===== src/rtl/score_seg_scan_if.sv =====
// -----------------------------------------------------------------------------
// score_seg_scan_if
// Bundles the score display engine's load handshake and display pins.
//   value       : binary score offered for display (master -> slave)
//   value_valid : one-cycle load strobe, value sampled on the same edge
//   busy        : conversion in progress (slave -> master)
//   overflow    : last committed value did not fit in DIGITS decimal digits
//   shift       : active-low digit enables, bit 0 = rightmost digit
//   oData       : active-low segments, bit 0 = a ... bit 6 = g
// Modports: master (score source / bench), slave (score_seg_scan).
// -----------------------------------------------------------------------------
interface score_seg_scan_if #(
  parameter int DIGITS  = 8,
  parameter int VALUE_W = 32
);
  logic [VALUE_W-1:0] value;
  logic               value_valid;
  logic               busy;
  logic               overflow;
  logic [DIGITS-1:0]  shift;
  logic [6:0]         oData;

  modport master (output value, value_valid, input busy, overflow, shift, oData);
  modport slave  (input value, value_valid, output busy, overflow, shift, oData);
endinterface


===== src/rtl/score_seg_scan.sv =====
// -----------------------------------------------------------------------------
// score_seg_scan
// Converts a binary score into packed BCD with an iterative double-dabble
// engine (one bit per clock), then time-multiplexes DIGITS seven-segment
// digits using an internal scan prescaler. A one-deep pending buffer keeps
// the most recent strobe that arrives while a conversion is running.
// Ports:
//   clk : system clock (single domain)
//   rst : asynchronous, active-low reset
//   bus : score_seg_scan_if.slave (value/value_valid in; busy, overflow,
//         shift, oData out; all outputs registered)
// Optional feature: define SCORE_LZB_EN to blank leading-zero digits
// (digit 0 is always shown, overflow dashes take precedence).
// -----------------------------------------------------------------------------
module score_seg_scan #(
  parameter int DIGITS   = 8,
  parameter int VALUE_W  = 32,
  parameter int SCAN_DIV = 100000
) (
  input logic            clk,
  input logic            rst,
  score_seg_scan_if.slave bus
);

  localparam int BCD_W = 4 * DIGITS;
  localparam int CNT_W = $clog2(VALUE_W + 1);
  localparam int PRE_W = $clog2(SCAN_DIV);
  localparam int IDX_W = (DIGITS > 1) ? $clog2(DIGITS) : 1;

  typedef enum logic [1:0] {
    IDLE   = 2'd0,
    CONV   = 2'd1,
    COMMIT = 2'd2
  } state_t;

  state_t             state_r, state_s;
  logic [VALUE_W-1:0] bin_r, pend_val_r, load_val_s;
  logic               pend_r, load_s;
  logic [BCD_W-1:0]   bcd_r, disp_r, bcd_adj_s;
  logic               ovf_acc_r, ovf_r, busy_r;
  logic [CNT_W-1:0]   iter_r;
  logic [PRE_W-1:0]   pre_r;
  logic [IDX_W-1:0]   idx_r;
  logic [DIGITS-1:0]  shift_r;
  logic [6:0]         odata_r, seg_s;
  logic [3:0]         nib_s;
  logic               blank_s;

  // Add 3 to every nibble that is 5 or more, ahead of the next left shift.
  function automatic logic [BCD_W-1:0] dd_adjust(input logic [BCD_W-1:0] b);
    logic [BCD_W-1:0] r;
    r = b;
    for (int i = 0; i < DIGITS; i++) begin
      if (b[4*i +: 4] >= 4'd5) r[4*i +: 4] = b[4*i +: 4] + 4'd3;
      else                     r[4*i +: 4] = b[4*i +: 4];
    end
    return r;
  endfunction

  // Active-low segment pattern; non-decimal nibbles are blanked.
  function automatic logic [6:0] seg7(input logic [3:0] n);
    case (n)
      4'd0:    return 7'h40;
      4'd1:    return 7'h79;
      4'd2:    return 7'h24;
      4'd3:    return 7'h30;
      4'd4:    return 7'h19;
      4'd5:    return 7'h12;
      4'd6:    return 7'h02;
      4'd7:    return 7'h78;
      4'd8:    return 7'h00;
      4'd9:    return 7'h10;
      default: return 7'h7F;
    endcase
  endfunction

  assign bcd_adj_s = dd_adjust(bcd_r);

  // FSM state register.
  always_ff @(posedge clk or negedge rst) begin
    if (!rst) state_r <= IDLE;
    else      state_r <= state_s;
  end

  // FSM next state: COMMIT re-enters CONV when a value is waiting.
  always_comb begin
    state_s = state_r;
    case (state_r)
      IDLE:    if (bus.value_valid) state_s = CONV; else state_s = IDLE;
      CONV:    if (iter_r == CNT_W'(VALUE_W - 1)) state_s = COMMIT; else state_s = CONV;
      COMMIT:  if (pend_r || bus.value_valid) state_s = CONV; else state_s = IDLE;
      default: state_s = IDLE;
    endcase
  end

  // Conversion start: an IDLE strobe, or at COMMIT the pending value
  // (a strobe landing on COMMIT with nothing pending is taken directly).
  always_comb begin
    load_s     = 1'b0;
    load_val_s = bus.value;
    case (state_r)
      IDLE: begin
        if (bus.value_valid) load_s = 1'b1;
        else                 load_s = 1'b0;
      end
      COMMIT: begin
        if (pend_r) begin
          load_s     = 1'b1;
          load_val_s = pend_val_r;
        end else if (bus.value_valid) begin
          load_s = 1'b1;
        end else begin
          load_s = 1'b0;
        end
      end
      default: load_s = 1'b0;
    endcase
  end

  // Double-dabble datapath, commit into the display register, busy flag.
  always_ff @(posedge clk or negedge rst) begin
    if (!rst) begin
      bin_r     <= '0;
      bcd_r     <= '0;
      ovf_acc_r <= 1'b0;
      iter_r    <= '0;
      disp_r    <= '0;
      ovf_r     <= 1'b0;
      busy_r    <= 1'b0;
    end else begin
      if (load_s) begin
        bin_r     <= load_val_s;
        bcd_r     <= '0;
        ovf_acc_r <= 1'b0;
        iter_r    <= '0;
      end else if (state_r == CONV) begin
        bin_r     <= bin_r << 1;
        bcd_r     <= {bcd_adj_s[BCD_W-2:0], bin_r[VALUE_W-1]};
        // A carry out of the top nibble means the value needs more digits.
        ovf_acc_r <= ovf_acc_r | bcd_adj_s[BCD_W-1];
        iter_r    <= iter_r + CNT_W'(1);
      end
      if (state_r == COMMIT) begin
        disp_r <= bcd_r;
        ovf_r  <= ovf_acc_r;
      end
      busy_r <= (state_s != IDLE);
    end
  end

  // One-deep pending buffer; the latest strobe during a conversion wins.
  always_ff @(posedge clk or negedge rst) begin
    if (!rst) begin
      pend_val_r <= '0;
      pend_r     <= 1'b0;
    end else if (bus.value_valid &&
                 ((state_r == CONV) || ((state_r == COMMIT) && pend_r))) begin
      pend_val_r <= bus.value;
      pend_r     <= 1'b1;
    end else if (state_r == COMMIT) begin
      pend_r <= 1'b0;
    end
  end

  // Scan prescaler and digit index.
  always_ff @(posedge clk or negedge rst) begin
    if (!rst) begin
      pre_r <= '0;
      idx_r <= '0;
    end else if (pre_r == PRE_W'(SCAN_DIV - 1)) begin
      pre_r <= '0;
      if (idx_r == IDX_W'(DIGITS - 1)) idx_r <= '0;
      else                             idx_r <= idx_r + IDX_W'(1);
    end else begin
      pre_r <= pre_r + PRE_W'(1);
    end
  end

  // Segment selection for the currently scanned digit.
  always_comb begin
    nib_s = disp_r[{idx_r, 2'b00} +: 4];
`ifdef SCORE_LZB_EN
    // Blank when this digit and every digit above it are zero.
    blank_s = (idx_r != '0) && ((disp_r >> {idx_r, 2'b00}) == '0);
`else
    blank_s = 1'b0;
`endif
    if (ovf_r)        seg_s = 7'h3F;
    else if (blank_s) seg_s = 7'h7F;
    else              seg_s = seg7(nib_s);
  end

  // Registered display pins.
  always_ff @(posedge clk or negedge rst) begin
    if (!rst) begin
      shift_r <= '1;
      odata_r <= 7'h7F;
    end else begin
      shift_r <= ~(DIGITS'(1) << idx_r);
      odata_r <= seg_s;
    end
  end

  assign bus.busy     = busy_r;
  assign bus.overflow = ovf_r;
  assign bus.shift    = shift_r;
  assign bus.oData    = odata_r;

endmodule


===== src/flat_wrapper.sv =====
// flat-port wrapper written by rule: the top's interface ports become plain ports
module score_seg_scan_flat 
#(
  parameter int DIGITS   = 8,
  parameter int VALUE_W  = 32,
  parameter int SCAN_DIV = 100000
)
  (clk, rst, bus_value, bus_value_valid, bus_busy, bus_overflow, bus_shift, bus_oData);
  score_seg_scan_if #(.DIGITS(DIGITS), .VALUE_W(VALUE_W)) bus_i ();
  input logic clk;
  input logic rst;
  input wire logic [$bits(bus_i.value)-1:0] bus_value;
  input wire logic [$bits(bus_i.value_valid)-1:0] bus_value_valid;
  output wire logic [$bits(bus_i.busy)-1:0] bus_busy;
  output wire logic [$bits(bus_i.overflow)-1:0] bus_overflow;
  output wire logic [$bits(bus_i.shift)-1:0] bus_shift;
  output wire logic [$bits(bus_i.oData)-1:0] bus_oData;
  assign bus_i.value = bus_value;
  assign bus_i.value_valid = bus_value_valid;
  assign bus_busy = bus_i.busy;
  assign bus_overflow = bus_i.overflow;
  assign bus_shift = bus_i.shift;
  assign bus_oData = bus_i.oData;
  score_seg_scan #(.DIGITS(DIGITS), .VALUE_W(VALUE_W), .SCAN_DIV(SCAN_DIV)) u_core (.clk(clk), .rst(rst), .bus(bus_i));
endmodule

===== config.mk =====
export PLATFORM = sky130hd
export DESIGN_NAME = score_seg_scan_flat
export DESIGN_NICKNAME = d
export VERILOG_FILES = /design/src/rtl/score_seg_scan_if.sv /design/src/rtl/score_seg_scan.sv /design/src/flat_wrapper.sv
export SDC_FILE = /design/constraint.sdc
export NUM_CORES = 1
export LEC_CHECK = 0
export CORE_MARGIN = 3
export CORE_UTILIZATION = 54
export DETAILED_ROUTE_END_ITERATION = 16
export HOLD_SLACK_MARGIN = 0.1
export PLACE_DENSITY = 0.76
export SETUP_SLACK_MARGIN = 0.3
export SLEW_MARGIN = 20
export SYNTH_ARGS = -nofsm -noshare
export SYNTH_HDL_FRONTEND = slang
export SYNTH_SLANG_ARGS = --single-unit

===== constraint.sdc =====
create_clock -name clk -period 2.2 [get_ports clk]
set_clock_uncertainty 0.2 [all_clocks]
set_input_delay 0.33 -clock clk [delete_from_list [all_inputs] [get_ports clk]]
set_output_delay 0.33 -clock clk [all_outputs]
set_load 0.02 [all_outputs]

---- Word level (Yosys, flattened, before mapping) ----
Memories as Yosys holds them, arrays and structs flattened.
Cells that the tools add are included.
W data, S select, Z words.
storage, ports and cells
  bits in latches ......................... 0
  memories ................................ 1
  output and inout port bits .............. 17
  register bits ........................... 175
  bits in read-only memories .............. 112
  bits in writable memories ............... 0
cells by class
  divide/modulo/power cells ............... 0
  equality and inequality tests ........... 5
  bitwise gates (word level) .............. 2
  multipliers ............................. 0
  shift-type cells ........................ 2
  order comparisons ....................... 8
  muxes and demuxes ....................... 30
  add/sub/neg operators ................... 11
  reduce and logical (&&, ||, !) cells .... 8
memories
  memory            depth  bits a word  rd ports  clocked after Yosys merged registers in  wr ports  RTL line              text
  (name not given)  16     7            1         0                                        0         score_seg_scan.sv:62  case (n)
operators by type and width
  operator                 number
  $mux W32                 6
  $add A4 B2 Y4 const B    8
  $ge A4 B3 Y1 const B     8
  $mux W4                  8
  $shiftx A32 B6 Y4        1
  $add A17 B1 Y17 const B  1
  $eq A17 B17 Y1 const B   1
  $mux W17                 1
  $mux W6                  2
  $mux W1                  8
  $not A8 Y8               1
  $shl A1 B3 Y8 const A    1
  $mux W7                  1
  $add A6 B1 Y6 const B    1
  $eq A6 B5 Y1 const B     1
  $pmux W2 S3              1
  $reduce_bool A2 Y1       3
  $add A3 B1 Y3 const B    1
  $eq A3 B3 Y1 const B     1
  $mux W3                  1
  $eq A2 B1 Y1 const B     1
  $eq A2 B2 Y1 const B     1
  $logic_and A1 B1 Y1      2
  $logic_not A2 Y1         1
  4 further kinds          5

---- Logic depth before layout (Yosys ltp) ----
  depth after elaboration ................. 5
  gate-level depth with buffers ........... 8
  mapped depth without buffers ............ 7

---- Least setup slack after synthesis ----
OpenSTA, ideal clock, no wires.
  path type ............................... reg-to-reg
  start point ............................. register u_core.idx_r[2]
  end point ............................... register u_core.odata_r[1], in the netlist u_core.bus.oData[1]
  period minus slack after synthesis ...... 2.272 ns
  stages on the path, launching flop included .. 8
  path slack .............................. -0.072 ns
  arrival time ............................ 1.995 ns
  data required time ...................... 1.923 ns
  library setup time ...................... 0.077 ns
  cell sequence ........................... dfrtp_1 -> clkbuf_1 -> mux4_2 -> mux2_4 -> inv_1 -> ha_1 -> a21bo_2 -> a21o_1
between the ends
  cells in the longest elaborated chain, start to end .. 3
ends and longest elaborated chain
  element                    RTL line               text
  start, declared            score_seg_scan.sv:43   logic [IDX_W-1:0] idx_r;
  start signal, assigned     score_seg_scan.sv:173  else idx_r <= idx_r + IDX_W'(1);
  $shiftx A32 B6 Y4          score_seg_scan.sv:181  nib_s = disp_r[{idx_r, 2'b00} +: 4];
  $mem_v2 Z16 W7             -
  $mux W7                    score_seg_scan.sv:188  if (ovf_r) seg_s = 7'h3F;
  named net u_core.seg_s[1]  score_seg_scan.sv:45   logic [6:0] odata_r, seg_s;
  end signal, assigned       score_seg_scan.sv:200  odata_r <= seg_s;
  end, declared              score_seg_scan.sv:45
The timed path passes the listed nets, and every way through them passes these cells.
A chain may end at the register's enable or synchronous reset.

---- Worst setup path after layout ----
  start point ............................. register u_core.idx_r[0]
  end point ............................... register u_core.odata_r[1], in the netlist u_core.bus.oData[1]
The elaborated chain is that of the path after synthesis.

==> results_dict.tcl <==
set metrics [dict create \
    outcome "completed" \
    cts_tree "done" \
    worst_pin_slew_ns 0.444 \
    vdd_ir_drop_max_mv 0.810 \
    synth_top_flop_cell "dfrtp_1" \
    layout_min_cycle_time_ns 2.17 \
    cp.arrival_ns 2.33 \
    detailed_place_hpwl_microns 12000 \
    antenna_left 0 \
    start_kind "flop" \
    cts_buffers 17 \
    cts_sinks 175 \
    muxShareOfSynthArea_pct 13.6 \
    dieArea_sq_um 16800 \
    io_pins 52 \
    ys_ff_latch 175 \
    end_kind "flop" \
    yosys.area.top_type_share_pct 48.4 \
    clk_pin_slew_ns 0.07 \
    powerDensity_nw_per_um2 1220 \
    synth.distinct_cells 56 \
    die_y_microns 130 \
    die_w_microns 130 \
    antenna_found_initial 1 \
    synthesis.nets 771 \
    grt_util_all_layers_pct 22.1 \
    cts_root_buf "clkbuf_16" \
    crit_type "flop to flop" \
    grt_overflow 0 \
    htree_levels 4 \
    timing.fmax_mhz 460 \
    insertion_delay_ns 0.43 \
    synth_area_sq_um 8270 \
    rsz0062_at_grt "true" \
    yosys-top-cells-count "dfrtp_1 (160), mux2_2 (67), nand2_1 (52), nor2_1 (46), a21oi_1 (35)" \
    drt_wl_total_microns 19100 \
    area_delta_synth_final_pct 27.1 \
    synthArstFlopShare_pct 100 \
    firstDrtPassIters 5 \
    stdcell_count 992 \
    grt_pass1_wl_microns 29500 \
    synth_compound_area_share_pct 13.1 \
    syn_inst 706 \
    final_nets 859 \
    maxCapViolCount 0 \
    slew_violations 0 \
    critical_path.max_fanout 6 \
    synth_edf_count 0 \
    synth_top_family_by_area "multiplexers" \
    drt_iter0_markers 405 \
    finalSetupViolations 0 \
    maxSlewHeadroom_pct 70.4 \
    yosysSeqAreaShare_pct 53.2 \
    clockBufferDepth 2 \
    placed_cells 937 \
    worstPathRequired_ns 2.36 \
    avgSynthCellArea_sq_um 11.7 \
    synth_top_cell_by_area "dfrtp_1" \
    gp_congestion 0.858 \
    wl_per_cell_microns 19.3 \
    yosys.area_share.adder_pct 4.54 \
    hold_viol 0 \
    synth-xor-area-share_pct 2.44 \
    start_util_pct 56.0 \
    viasPerCell 6.06 \
    core_area_sq_um 14800 \
    yosys_warnings 0 \
    ys_top_cells_by_area "dfrtp_1 (48%), mux2_2 (9.1%), dfstp_2 (4.8%)" \
    holdCritPathClass "primary input to asynchronous set/reset pin" \
    via_count 6010 \
    portBuffers 51 \
    yosys.area_share.simple_pct 9.82 \
    yosysMostFrequentCell "dfrtp_1" \
    drive_gt1_share_pct 30.5 \
    power_leakage_nw 4.71 \
    grt_max_degree 54 \
    tns_ns 0 \
    finalCritPeriodShare_pct 98.8 \
    drc 0 \
    std_cell_rows 44 \
    grt_pass1_vias 6133 \
]
[report_power, final]
part / switching [mW] / internal [mW]
registers: 0.776 / 4.18
clock network: 1.30 / 1.58
logic: 2.46 / 2.51
total: 4.53 / 8.26
[kinds of logic after synthesis]
family	after synthesis
buffers and inverters	67
and+or+nand+nor	164
xor gates and xnor gates	23
AOI/OAI and AO/OA	155
adders and majority gates	30
DFF	175
muxes	92
[layout by cell type (no fill, tap or decap), types with 20 or more instances in the layout]
master / Yosys / final
nand2_1: 52 / 51
dfrtp_1: 160 / 156
clkbuf_16: 0 / 20
inv_1: 28 / 25
ha_1: 30 / 26
buf_4: 0 / 33
a21oi_1: 35 / 29
nor2_1: 46 / 35
clkdlybuf4s50_1: 0 / 33
mux2_2: 67 / 65
o21ai_0: 21 / 21
[cell type report]
class,instances,area (sq um)
inverter,29,114
fill,963,4250
sequential,175,4400
multi-input combinational,464,4020
antenna,1,2.50
clock buffer,18,429
clock inverter,14,136
timing repair buffer,107,1170
tap,184,230
[flip-flops by register name, indices dropped and copies added (netlist names)]
signal	count
u_core.ovf_acc_r	1
u_core.state_r	2
u_core.bin_r	32
u_core.iter_r	6
u_core.pend_r	1
u_core.bus.overflow	1
u_core.bus.shift	8
u_core.idx_r	3
u_core.bus.oData	7
u_core.pend_val_r	32
u_core.bus.busy	1
u_core.pre_r	17
u_core.bcd_r	32
u_core.disp_r	32
[worst max-delay path, stage by stage (launching register included)]
cell and delay, ns:
dfrtp_2 0.46, mux4_2 0.53, mux2_4 0.31, inv_4 0.07, ha_4 0.20, a21bo_2 0.18, a21o_1 0.15
[worst paths after layout]
kind	start	end	slack, ns	cells past startpoint
worst max-delay path	u_core.idx_r[0]	u_core.bus.oData[1]	0.03	6
worst min-delay path	rst	u_core.pre_r[14]	0.20	2
worst max register to register	u_core.idx_r[0]	u_core.bus.oData[1]	0.03	6
worst min register to register	u_core.bin_r[30]	u_core.bin_r[30]	0.28	1
max in group asynchronous	rst	u_core.bus.oData[6]	0.93	3
min in group clk	u_core.bin_r[30]	u_core.bin_r[30]	0.28	1
[what timing repair did]
action | in CTS | in global routing
cloned | 1 | 3
endpoints found under the hold margin | 160 | 0
buffers inserted | 5 | 12
pin swaps | 8 | 25
setup endpoints to repair | 35 | 65
hold buffers | 1 | 0
gates resized for setup | 35 | 71
[metal layers]
| metal | wire length, microns | vias to the layer above | global-route usage, % |
|---|---|---|---|
| li1 | - | 2732 | - |
| met1 | 8030 | 3081 | 28.1 |
| met2 | 10000 | 165 | 37.7 |
| met3 | 703 | 32 | 4.50 |
| met4 | 371 | 0 | 8.31 |
| met5 | 0 | - | 0 |
[through the flow]
stage                     setup WS, ns  total power, mW  util (%)  cell area, sq um  hold slack (ns)
after CTS                       0.0162             12.0      67.6              9970            0.203
final                           0.0262             12.8      71.2             10500            0.198
after floorplan               0.000264             7.70         -              8330           -0.166
after global placement          0.0108             8.75      62.9              9280           0.0864
after detailed placement       -0.0807             9.07      62.9              9280           0.0885
after global routing           -0.0508             13.5      71.2             10500            0.235
Power figures use the tool's default switching activity.
